### src/rtl/pc_register.sv
// Program counter with a boot/run/halt sequencer for the 8-bit unicycle MIPS datapath.
// Define PC_RAS_EN to add a circular return-address stack for Call/Ret.
module pc_register #(
  parameter logic [7:0]  RESET_VECTOR = 8'h00,
  parameter int unsigned RAS_DEPTH    = 4
) (
  input  logic       Clk,
  input  logic       Rst_n,
  input  logic       Stall,
  input  logic       Halt,
  input  logic       Resume,
  input  logic       Branch,
  input  logic [7:0] BranchOffset,
  input  logic       Jump,
  input  logic [7:0] JumpTarget,
  input  logic       Call,
  input  logic       Ret,
  output logic [7:0] PCResult,
  output logic       Valid,
  output logic       Halted,
  output logic       RasErr
);

  typedef enum logic [1:0] {StBoot, StRun, StHalt} state_e;

  state_e     state_q, state_d;
  logic [7:0] pc_q, pc_d, pc_inc;
  logic       push, pop, ret_en;
  logic [7:0] pop_pc;

  assign pc_inc = pc_q + 8'd1;

  always_comb begin
    state_d = state_q;
    pc_d    = pc_q;
    push    = 1'b0;
    pop     = 1'b0;
    unique case (state_q)
      StBoot: state_d = StRun;
      StRun: begin
        if (!Stall) begin
          if (Halt) begin
            state_d = StHalt;
          end else if (ret_en) begin
            pop  = 1'b1;
            pc_d = pop_pc;
          end else if (Call) begin
            push = 1'b1;
            pc_d = JumpTarget;
          end else if (Jump) begin
            pc_d = JumpTarget;
          end else if (Branch) begin
            pc_d = pc_inc + BranchOffset;
          end else begin
            pc_d = pc_inc;
          end
        end
      end
      StHalt: begin
        if (Resume) begin
          state_d = StRun;
          pc_d    = pc_inc;
        end
      end
      default: state_d = StBoot;
    endcase
  end

  always_ff @(posedge Clk or negedge Rst_n) begin
    if (!Rst_n) begin
      state_q <= StBoot;
      pc_q    <= RESET_VECTOR;
    end else begin
      state_q <= state_d;
      pc_q    <= pc_d;
    end
  end

  assign PCResult = pc_q;
  assign Valid    = (state_q == StRun);
  assign Halted   = (state_q == StHalt);

`ifdef PC_RAS_EN
  localparam int unsigned PtrW = (RAS_DEPTH > 1) ? $clog2(RAS_DEPTH) : 1;
  localparam logic [PtrW:0] Full = (PtrW + 1)'(RAS_DEPTH);

  logic [7:0]      ras_q [RAS_DEPTH];
  logic [PtrW-1:0] ptr_q, ptr_d, ptr_dec;
  logic [PtrW:0]   cnt_q, cnt_d;
  logic            err_q, err_d, empty;

  // ptr_q is the next free slot; pushes past Full wrap onto the oldest entry.
  assign ret_en  = Ret;
  assign empty   = (cnt_q == '0);
  assign ptr_dec = ptr_q - PtrW'(1);
  assign pop_pc  = empty ? pc_inc : ras_q[ptr_dec];

  always_comb begin
    ptr_d = ptr_q;
    cnt_d = cnt_q;
    err_d = err_q;
    if (pop) begin
      if (empty) begin
        err_d = 1'b1;
      end else begin
        ptr_d = ptr_dec;
        cnt_d = cnt_q - (PtrW + 1)'(1);
      end
    end else if (push) begin
      ptr_d = ptr_q + PtrW'(1);
      if (cnt_q == Full) begin
        err_d = 1'b1;
      end else begin
        cnt_d = cnt_q + (PtrW + 1)'(1);
      end
    end
  end

  always_ff @(posedge Clk or negedge Rst_n) begin
    if (!Rst_n) begin
      ptr_q <= '0;
      cnt_q <= '0;
      err_q <= 1'b0;
    end else begin
      ptr_q <= ptr_d;
      cnt_q <= cnt_d;
      err_q <= err_d;
    end
  end

  always_ff @(posedge Clk) begin
    if (push) begin
      ras_q[ptr_q] <= pc_inc;
    end
  end

  assign RasErr = err_q;
`else
  logic unused_ras;

  assign ret_en     = 1'b0;
  assign pop_pc     = pc_inc;
  assign RasErr     = 1'b0;
  assign unused_ras = ^{Ret, push, pop, RAS_DEPTH};
`endif

endmodule

### config.mk
export PLATFORM = sky130hd
export DESIGN_NAME = pc_register
export DESIGN_NICKNAME = d
export VERILOG_FILES = /design/src/rtl/pc_register.sv
export SDC_FILE = /design/constraint.sdc
export NUM_CORES = 1
export LEC_CHECK = 0
export BUFFER_PORTS_ARGS = -buffer_cell sky130_fd_sc_hd__buf_2
export CAP_MARGIN = 25
export CORE_ASPECT_RATIO = 1.25
export CORE_UTILIZATION = 40
export DETAILED_ROUTE_END_ITERATION = 10
export PLACE_DENSITY = 0.66
export SYNTH_ARGS = -nofsm -noshare
export SYNTH_HDL_FRONTEND = slang
export SYNTH_SLANG_ARGS = --single-unit
### constraint.sdc
create_clock -name Clk -period 4.85 [get_ports Clk]
set_input_delay 0.485 -clock Clk [delete_from_list [all_inputs] [get_ports Clk]]
set_output_delay 0.485 -clock Clk [all_outputs]
set_load 0.005 [all_outputs]
== After elaboration in Yosys (flattened, before gate mapping) ==
Index checks and enable logic that the tools add are counted.

* Bits in registers: 10
* Latch bits: 0
* Memory bits (writable): 0
* Bits in read-only memories: 0
* Word-level logic and storage cells: 25
* Memories kept: 0

* $add $sub $neg: 2
* Multipliers: 0
* Divide/modulo/power cells: 0
* Order comparisons: 0
* Eq/ne operators: 6
* Shift operators: 0
* Muxes and demuxes: 11
* Bitwise gates (word level): 0
* Reduce and logical (&&, ||, !) cells: 4

{| class="wikitable"
|+ Operators by type and width
! operator !! number
|-
| $mux W8 || 6
|-
| $pmux W8 S2 || 1
|-
| $add A8 B1 Y8 const B || 1
|-
| $add A8 B8 Y8 || 1
|-
| $ne A2 B2 Y1 const B || 4
|-
| $mux W2 || 3
|-
| $pmux W2 S3 || 1
|-
| $reduce_and A4 Y1 || 1
|-
| $reduce_and A3 Y1 || 1
|-
| $eq A2 B1 Y1 const B || 1
|-
| $eq A2 B2 Y1 const B || 1
|-
| $logic_not A2 Y1 || 1
|-
| $reduce_bool A2 Y1 || 1
|}

== Longest topological paths before layout ==
Gate-level depths: netlist of the first run.

* Word-level depth: 8
* Gate-level depth with buffers: 10
* Mapped depth without buffers: 10

== Worst setup path before layout of the first run ==
Ideal clock, no wire load.

* Path kind: register to register
* Start point: register pc_q[0], in the netlist PCResult[0]
* End point: register pc_q[7], in the netlist PCResult[7]
* Arrival time: 2.247 ns
* Data required time: 4.713 ns
* Path slack: 2.466 ns
* Stages on the path, launching flop included: 11
* Path buffers: 0
* Clock period less this slack: 2.384 ns
* Cells stage by stage: dfrtp_1 ha_1 nand3_2 or3_1 nand2_1 ha_1 a21oi_1 mux2i_1 nand4_1 o2111ai_1 o311ai_1

* Longest elaborated chain between the ends: 8
* Elaborated cells between the ends (all ways): 9

{| class="wikitable"
|+ RTL lines
! item !! RTL line !! text
|-
| start, declared || 27 || <nowiki>logic [7:0] pc_q, pc_d, pc_inc;</nowiki>
|-
| start signal, assigned || 75 || <nowiki>pc_q <= pc_d;</nowiki>
|-
| $add A8 B1 Y8 (*) || 31 || <nowiki>assign pc_inc = pc_q + 8'd1;</nowiki>
|-
| $add A8 B8 Y8 || 53 || <nowiki>pc_d = pc_inc + BranchOffset;</nowiki>
|-
| $mux W8 || 52 || <nowiki>end else if (Branch) begin</nowiki>
|-
| $mux W8 || 50 || <nowiki>end else if (Jump) begin</nowiki>
|-
| $mux W8 || 47 || <nowiki>end else if (Call) begin</nowiki>
|-
| $mux W8 || 42 || <nowiki>if (Halt) begin</nowiki>
|-
| $mux W8 || 41 || <nowiki>if (!Stall) begin</nowiki>
|-
| $pmux W8 S2 (*) || 38 || <nowiki>unique case (state_q)</nowiki>
|}

Every way passes the cells marked *; elsewhere a longest branch is shown, timed or not. The select of a mux whose other input is x is not followed.
A chain may end at the register's enable or synchronous reset.

== Worst setup path after layout of the first run ==
Same ends and word-level chain as after synthesis.

==> impl_metrics.tcl, run 1 <==
set metrics [dict create \
    status "finished, final reports clean" \
    hold_ws_ps 69.5 \
    setup_tns_ps 0 \
    crit_family "simple AND/OR/NAND/NOR gates" \
    crit_type "flip-flop to flip-flop" \
    irDropWorstVdd_mv 0.322 \
    core-area_um2 2500 \
    drt_iter0_drc 34 \
    post-route-period-util_pct 55.8 \
    grt.overflow.total 0 \
    via_per_inst 5.66 \
    ys.flop_type "dfrtp_1" \
    drc 0 \
    num_rows 20 \
    critical_path_arrival_ps 2830 \
    root_buffer "clkbuf_4" \
    path_cells "ha_1 > nand3_2 > or3_1 > nand2_1 > ha_1 > a21oi_1 > mux2i_1 > nand4_1 > o2111ai_1 > o311ai_1" \
    rsz0062_at_grt "false" \
    cp_slowest_stage_delay_ps 430 \
    cts-buffers-inserted 3 \
    cp_max_fo 6 \
    start_util_pct 43.7 \
    r2r_slack_ps 2150 \
    drtAntennaViolNets 0 \
    die_h_um 60.5 \
    fin_skew_ps 1.70 \
    syn_nets 164 \
    p_seq_share_pct 25.1 \
    synth_warnings 0 \
    max_cap_viol_count 0 \
    synthArstFlopShare_pct 100 \
    cts_hold_buf 0 \
    boundaryPins 36 \
    synthDistinctLibCells 48 \
    synthTopCellsByArea "dfrtp_1 23%, ha_1 10%, a21oi_1 6.4%" \
    num_antenna_cells 0 \
    die_area_um2 2950 \
    place.gp.congestion 0.817 \
    internal-power_uw 359 \
    syn_inst 129 \
    grt_pass1_vias 1056 \
    cp-start-kind "flip-flop" \
    reg2reg_from "PCResult[0]$_DFFE_PN0P_" \
    hold_path.class "primary input to async pin" \
    setup_viol 0 \
    area.sequential_um2 250 \
    leakage_uw 0.000594 \
    cts_setup_buffers 0 \
    pwr-share-comb_pct 64.2 \
    synth-edff-count 0 \
    syn_area_um2 1090 \
    clkTransAtPathRegs_ps 70 \
    drt-pass1-iter-count 4 \
    fmax_ghz 0.370 \
    clockBufferDepth 2 \
    synth.top_cell.area_share_pct 22.9 \
    fin_crit_ps 2700 \
    antenna_found_initial 0 \
    grt_first_pass_wirelength_mm 4.38 \
    reg2reg_to "PCResult[7]$_DFFE_PN0P_" \
    synth.avg_cell_area_um2 8.49 \
    drt-wirelength-per-cell_um 14.0 \
    numPortBuffers 33 \
    grtUsageTotal_pct 19.4 \
    cpMaxStageDelayCell "dfrtp_1" \
    multi_input_area_um2 787 \
    post-route-util_pct 52.1 \
    clock-sinks 10 \
    crit_required_ps 4980 \
    vias 1103 \
    yosys.area.top_type "dfrtp_1" \
    ff2ff_path_depth 10 \
    maxSlewViolCount 0 \
    nFillCells 265 \
    cp_common_cell "ha_1" \
    grt_max_degree 15 \
    cp_num_buf_inv 0 \
    power_density_nw_per_um2 525 \
    clkPwrFrac_pct 10.8 \
    clk-insertion-delay-late_ps 260 \
    power_switching_uw 326 \
    cp-end-kind "flip-flop" \
    post_cts_resized 0 \
    die_x_um 48.8 \
    worst_pin_slew_ps 508 \
    layout-drive-gt1-share_pct 26.5 \
    syn2layout_area_growth_pct 19.1 \
    max-slew-margin-rel_pct 66.1 \
    nets 198 \
    dp.final_hpwl_mm 2.22 \
    hold_viol 0 \
    htree_levels 1 \
    ys_seq_elements 10 \
    yosysMostFrequentCell "a21oi_1" \
    drt_wl_total_mm 2.74 \
    cts_tree "done" \
    yosys-top-cells-count "14 x a21oi_1, 11 x nand2_1, 10 x dfrtp_1" \
    synth.yosys.seq_area_share_pct 22.9 \
    netSwitchingFraction_pct 47.6 \
]
[how the worst max path moves through the flow]
stage / endpoint / slack [ps] / cells after the start / startpoint
final: PCResult[7]$_DFFE_PN0P_ / 2150 / 10 / PCResult[0]$_DFFE_PN0P_
after global routing: PCResult[7]$_DFFE_PN0P_ / 1920 / 9 / PCResult[0]$_DFFE_PN0P_
after CTS: PCResult[7]$_DFFE_PN0P_ / 2190 / 10 / PCResult[0]$_DFFE_PN0P_
after detailed placement: PCResult[7]$_DFFE_PN0P_ / 2200 / 10 / PCResult[0]$_DFFE_PN0P_
after global placement: PCResult[7]$_DFFE_PN0P_ / 2270 / 10 / PCResult[0]$_DFFE_PN0P_
after floorplan: PCResult[7]$_DFFE_PN0P_ / 2470 / 10 / PCResult[0]$_DFFE_PN0P_
[logic make-up (layout without fill, tap and decap cells)]
group	after synthesis	after routing	share of synthesized area [%]
AND/OR/NAND/NOR	38	38	17.9
buffers and inverters	9	42	5.26
XOR/XNOR	9	9	7.20
flip-flops	10	10	22.9
other	1	1	0.343
multiplexers	2	2	1.94
adder cells (fa/ha/maj)	10	10	12.1
AO/OA/AOI/OAI	50	50	32.3
[per-layer routing]
layer	track usage, %	wire (um)	vias up
met5	0	0	-
li1	-	-	565
met3	2.26	148	2
met1	21.3	1130	503
met2	37.3	1440	33
met4	9.66	17	0
[registers in the layout (all words and copies together) (netlist names)]
register,cells
state_q,2
PCResult,8
[power by group through the flow]
stage | logic (uW) | clock network (uW) | registers (uW)
finish | 439 | 73.7 | 172
global route | 494 | 78.8 | 180
CTS | 440 | 77.5 | 171
detailed placement | 436 | 0 | 172
global placement | 426 | 0 | 171
floorplan | 317 | 0 | 168
[cell usage in the layout (no fill, tap or decap), drive strengths merged, types with 2 or more instances in the layout]
cell / instances
a2111oi: 2
a211oi: 5
a21o: 3
a21oi: 14
buf: 33
clkbuf: 4
dfrtp: 10
ha: 9
inv: 5
nand2: 11
nand3: 4
nand4: 2
nor2: 8
nor2b: 2
nor3: 2
o2111ai: 2
o211ai: 2
o21ai: 6
o221ai: 2
o22ai: 4
or3: 2
xnor2: 5
xor2: 4
[cell type report]
class	count	share of cell area, %
Multi-Input combinational cell	110	60.4
Sequential cell	10	19.2
Timing Repair Buffer	33	12.7
Tap cell	33	3.17
Clock buffer	4	2.78
Inverter	5	1.82
[stage by stage]
step | total power (uW) | area, um2 | std cells | setup slack, ps
final | 685 | 1300 | 195 | 2150
after global routing | 752 | 1300 | 195 | 1920
after CTS | 688 | 1300 | 195 | 2190
after detailed placement | 608 | 1270 | 191 | 2200
after global placement | 597 | 1270 | 191 | 2270
after floorplan | 485 | 1090 | 129 | 2470
No activity file was read; power rests on OpenSTA's default activity.
==> run 2, diff against run 1 <==
--- a/config.mk
+++ b/config.mk
@@ -10,7 +10,7 @@
 export CORE_ASPECT_RATIO = 1.25
 export CORE_UTILIZATION = 40
 export DETAILED_ROUTE_END_ITERATION = 10
-export PLACE_DENSITY = 0.66
+export PLACE_DENSITY = 0.68
 export SYNTH_ARGS = -nofsm -noshare
 export SYNTH_HDL_FRONTEND = slang
 export SYNTH_SLANG_ARGS = --single-unit
==> constraint.sdc (replaced) <==
create_clock -name Clk -period 2.4 [get_ports Clk]
set_input_delay 0.24 -clock Clk [delete_from_list [all_inputs] [get_ports Clk]]
set_output_delay 0.24 -clock Clk [all_outputs]
set_load 0.005 [all_outputs]
==> impl_metrics.tcl, run 2 (same netlist as run 1, synthesis figures left out) <==
set metrics [dict create \
    status "finished, final reports clean" \
    leakage_uw 0.000669 \
    multi_input_area_um2 852 \
    num_antenna_cells 0 \
    crit_type "flip-flop to flip-flop" \
    clkTransAtPathRegs_ps 60 \
    instances_no_fill 207 \
    placed_cells 201 \
    internal-power_uw 877 \
    worst_slack_ps 110 \
    power_density_nw_per_um2 1090 \
    syn2layout_area_growth_pct 33.5 \
    numPortBuffers 33 \
    grt_max_degree 15 \
    nets 210 \
    drtAntennaViolNets 0 \
    final_common_cell "buf_2" \
    final_cell_mix "33 x buf_2, 13 x a21oi_1, 11 x buf_4, 10 x dfrtp_1, 10 x nand2_1" \
    rsz0062_at_grt "true" \
    p_seq_share_pct 20.1 \
    grt_pass1_vias 1099 \
    fin_crit_ps 2290 \
    clockBufferDepth 2 \
    place.gp.congestion 0.851 \
    antenna_found_initial 0 \
    cts-buffers-inserted 3 \
    power_switching_uw 723 \
    grtUsageTotal_pct 19.6 \
    hold_viol 0 \
    cts_tree "done" \
    drt-pass1-iter-count 4 \
    boundaryPins 36 \
    ff2ff_path_depth 10 \
    drt_iter0_drc 26 \
    dp_slack_ps -9.37 \
    htree_levels 1 \
    cp-end-kind "flip-flop" \
    irDropWorstVdd_mv 0.680 \
    via_per_inst 5.63 \
    fin_skew_ps 3.90 \
    fmax_ghz 0.437 \
    core-area_um2 2500 \
    drt_wl_total_mm 2.86 \
    layout-drive-gt1-share_pct 35.6 \
    whs_path_depth 3 \
    drc 0 \
    maxSlewViolCount 0 \
    num_rows 20 \
    die_area_um2 2950 \
    clkPwrFrac_pct 9.1 \
    grt.overflow.total 0 \
    setup_viol 0 \
    start_util_pct 43.7 \
    crit_required_ps 2520 \
    grt_first_pass_wirelength_mm 4.43 \
    cp-start-kind "flip-flop" \
    netSwitchingFraction_pct 45.2 \
    nFillCells 259 \
    dp.final_hpwl_mm 2.31 \
    critical_path_arrival_ps 2410 \
    max_cap_viol_count 0 \
    post-route-period-util_pct 95.4 \
    area.sequential_um2 250 \
    clk-insertion-delay-late_ps 260 \
    root_buffer "clkbuf_4" \
    clock-sinks 10 \
    vias 1166 \
    cp_max_fo 3 \
    die_x_um 48.8 \
    die_h_um 60.5 \
    largest_reg_flops 8 \
    drt-wirelength-per-cell_um 13.8 \
    pwr-share-comb_pct 70.8 \
    hold_path.class "primary input to flip-flop" \
]
## run 2: cell types whose count changed in the layout (fill, tap and decap cells not counted), moves of 2 or more
cell | before | now
buf_4 | 0 | 11
ha_1 | 9 | 7
xnor2_1 | 5 | 3
xnor2_2 | 0 | 2
## run 2: final timing paths
kind                                            to  slack (ps)                     from
setup / recovery           PCResult[7]$_DFFE_PN0P_         110  PCResult[1]$_DFFE_PN0P_
hold / removal             PCResult[5]$_DFFE_PN0P_         260                   Branch
setup reg to reg           PCResult[7]$_DFFE_PN0P_         110  PCResult[1]$_DFFE_PN0P_
hold reg to reg             state_q[0]$_DFFE_PN0P_         620   state_q[0]$_DFFE_PN0P_
max in group asynchronous  PCResult[1]$_DFFE_PN0P_        1850                    Rst_n
min in group asynchronous  PCResult[7]$_DFFE_PN0P_         360                    Rst_n
## run 2: layout make-up
class	count	area share, %
inverter	5	1.63
multi-input combinational	110	58.3
clock buffer	4	2.48
timing repair buffer	45	17.6
sequential	10	17.1
tap	33	2.83
## run 2: metal layers
layer	up-vias	share of wire, %	GRT usage, %
met5	-	0	0
met4	0	0.63	10.1
met3	2	2.6	1.25
met2	26	55	38.3
met1	551	41	21.7
li1	587	-	-
## run 2: what timing repair did
| action | CTS | global route |
|---|---|---|
| pin swaps | 0 | 6 |
| setup buffers | 0 | 1 |
| hold buffers | 1 | 0 |
| endpoints found under the setup margin | 1 | 1 |
| resized for setup | 1 | 11 |
| hold endpoints to repair | 10 | 0 |
## run 2: worst max-delay path: stages (launching register included)
cell and delay, ps:
dfrtp_1 370, ha_2 220, nand3_4 100, or3_4 360, nand2_4 80, ha_4 200, a21oi_4 130, mux2i_1 190
nand4_1 140, o2111ai_1 220, o311ai_1 140
## run 2: power groups by stage
stage / registers, uW / logic (uW) / clock network, uW
2_1_floorplan: 339 / 641 / 0
4_1_cts: 306 / 1040 / 155
3_5_place_dp: 309 / 1020 / 0
6_report: 322 / 1130 / 146
5_1_grt: 329 / 1250 / 164
3_3_place_gp: 304 / 1010 / 0
## run 2: per-stage QoR
| stage | total power [uW] | util, % | setup TNS, ps | instance area, um2 | hold WS [ps] |
|---|---|---|---|---|---|
| floorplan | 980 | - | 0 | 1090 | -55.6 |
| global placement | 1310 | 53.7 | 0 | 1340 | 108 |
| detailed placement | 1330 | 53.7 | -9.37 | 1340 | 113 |
| CTS | 1500 | 55.7 | 0 | 1390 | 247 |
| global route | 1740 | 58.4 | -21.9 | 1460 | 259 |
| finish | 1600 | 58.4 | 0 | 1460 | 260 |
==> run 3, diff against run 2 <==
--- a/config.mk
+++ b/config.mk
@@ -7,10 +7,12 @@
 export LEC_CHECK = 0
 export BUFFER_PORTS_ARGS = -buffer_cell sky130_fd_sc_hd__buf_2
 export CAP_MARGIN = 25
+export CELL_PAD_IN_SITES_DETAIL_PLACEMENT = 1
+export CELL_PAD_IN_SITES_GLOBAL_PLACEMENT = 1
 export CORE_ASPECT_RATIO = 1.25
-export CORE_UTILIZATION = 40
+export CORE_UTILIZATION = 33
 export DETAILED_ROUTE_END_ITERATION = 10
-export PLACE_DENSITY = 0.68
+export PLACE_DENSITY_LB_ADDON = 0.1
 export SYNTH_ARGS = -nofsm -noshare
 export SYNTH_HDL_FRONTEND = slang
 export SYNTH_SLANG_ARGS = --single-unit
==> impl_metrics.tcl, run 3 (same netlist as run 1, synthesis figures left out) <==
set metrics [dict create \
    hold_start "Halt" \
    start_util_pct 34.3 \
    placed_cell_area_um2 1360 \
    clock-sinks 10 \
    hold_path.class "primary input to flip-flop" \
    critical_path_arrival_ps 2400 \
    grt_use_met3_pct 0.920 \
    setup_viol 0 \
    fin_skew_ps 3.64 \
    grt_use_met1_pct 24.9 \
    cp_max_fo 3 \
    max_cap_viol_count 0 \
    dp.final_hpwl_mm 2.88 \
    power_density_nw_per_um2 1160 \
    rsz0062_at_grt "true" \
    ff2ff_path_depth 10 \
    cp_num_buf_inv 0 \
    grt_pass1_vias 1117 \
    reg2reg_from "PCResult[1]$_DFFE_PN0P_" \
    grtUsageTotal_pct 20.3 \
    grt_max_degree 15 \
    post-route-period-util_pct 96.1 \
    max-slew-margin-rel_pct 64.3 \
    num_antenna_cells 0 \
    core-area_um2 3190 \
    nFillCells 406 \
    cp-start-kind "flip-flop" \
    worst_pin_slew_ps 522 \
    clkTransAtPathRegs_ps 50 \
    fin_crit_ps 2310 \
    place.gp.congestion 0.776 \
    status "finished, final reports clean" \
    reg2reg_to "PCResult[7]$_DFFE_PN0P_" \
    hold_ws_ps 311 \
    htree_levels 1 \
    drt-wirelength-per-cell_um 16.8 \
    cts_tree "done" \
    syn2layout_area_growth_pct 40.0 \
    drt_iter0_drc 17 \
    layout-drive-gt1-share_pct 38.1 \
    maxSlewViolCount 0 \
    largest_reg_flops 8 \
    vias 1204 \
    r2r_slack_ps 90 \
    fmax_ghz 0.433 \
    antenna_found_initial 0 \
    crit_required_ps 2500 \
    hold_end "state_q[0]$_DFFE_PN0P_" \
    drc 0 \
    leakage_uw 0.000688 \
    crit_family "simple AND/OR/NAND/NOR gates" \
    final_common_cell "buf_2" \
    power_uw 1780 \
    grt.overflow.total 0 \
    whs_path_depth 3 \
    grt_use_met2_pct 36.1 \
    drt-pass1-iter-count 4 \
    clockBufferDepth 2 \
    drtAntennaViolNets 0 \
    post-route-util_pct 48.0 \
    path_cells "ha_2 > nand3_4 > or3_4 > nand2_4 > ha_4 > a21oi_4 > mux2i_1 > nand4_1 > o2111ai_1 > o311ai_1" \
    irDropWorstVdd_mv 0.492 \
    cts-buffers-inserted 3 \
    design_area_um2 1530 \
    cp-end-kind "flip-flop" \
    num_rows 23 \
    nets 212 \
    grt.busiest_layer "met2" \
    clk-insertion-delay-late_ps 230 \
    crit_type "flip-flop to flip-flop" \
    crit_cells 10 \
    hold_viol 0 \
    cp_slowest_stage_delay_ps 370 \
    die_x_um 53.5 \
    drt_wl_total_mm 3.58 \
    cpMaxStageDelayCell "or3_4" \
    final_cell_mix "33 x buf_2, 13 x buf_4, 12 x a21oi_1, 10 x dfrtp_1, 10 x nand2_1" \
    die_h_um 66.4 \
    via_per_inst 5.65 \
    boundaryPins 36 \
    die_area_um2 3550 \
    numPortBuffers 33 \
    root_buffer "clkbuf_8" \
    grt_first_pass_wirelength_mm 5.25 \
]
## run 3: power by group
group,internal (uW),total [uW],switching (uW)
logic,592,1250,659
clock network,144,203,59.7
registers,239,323,84.0
total,975,1780,802
## run 3: metrics by stage
stage | cells | TNS, ps | setup slack [ps]
2_1_floorplan | 129 | 0 | 16.0
3_3_place_gp | 207 | 0 | 30.3
3_5_place_dp | 207 | -44.9 | -44.9
4_1_cts | 212 | 0 | 4.09
5_1_grt | 213 | -69.2 | -69.2
6_report | 213 | 0 | 92.9
## run 3: worst reg2reg max path, stage by stage (launching register included)
cell       delay [ps]
dfrtp_1           350
ha_2              210
nand3_4           100
or3_4             370
nand2_4            90
ha_4              200
a21oi_4           160
mux2i_1           210
nand4_1           160
o2111ai_1         220
o311ai_1          120
## run 3: layout make-up
| cell class | count | area [um2] | share of cell area, % |
|---|---|---|---|
| flip-flops and latches | 10 | 250 | 16.3 |
| inverters | 5 | 23.8 | 1.55 |
| multi-input cells | 110 | 885 | 57.7 |
| repair buffers | 47 | 273 | 17.8 |
| well taps | 37 | 46.3 | 3.02 |
| clock buffers | 4 | 55.1 | 3.59 |
## run 3: what timing repair did
item	CTS	global route
pin swaps	0	7
gates resized for setup	1	16
setup buffers	0	1
endpoints found under the setup margin	1	3
endpoints found under the hold margin	10	0
hold buffers	1	0
## run 3: routing by layer
metal  vias to the layer above  wire [um]  share of wire [%]
met5                         -          0                  0
met4                         0         38                1.1
met3                         4         76                2.1
met2                        23       1980                 55
met1                       587       1480                 41
li1                        590          -                  -
## run 3: worst max-delay path by stage
stage	start	endpoint
after detailed placement	PCResult[0]$_DFFE_PN0P_	PCResult[7]$_DFFE_PN0P_
after CTS	PCResult[0]$_DFFE_PN0P_	PCResult[7]$_DFFE_PN0P_
after global routing	PCResult[3]$_DFFE_PN0P_	PCResult[7]$_DFFE_PN0P_
after floorplan	PCResult[0]$_DFFE_PN0P_	PCResult[7]$_DFFE_PN0P_
after global placement	PCResult[0]$_DFFE_PN0P_	PCResult[7]$_DFFE_PN0P_
final	PCResult[1]$_DFFE_PN0P_	PCResult[7]$_DFFE_PN0P_
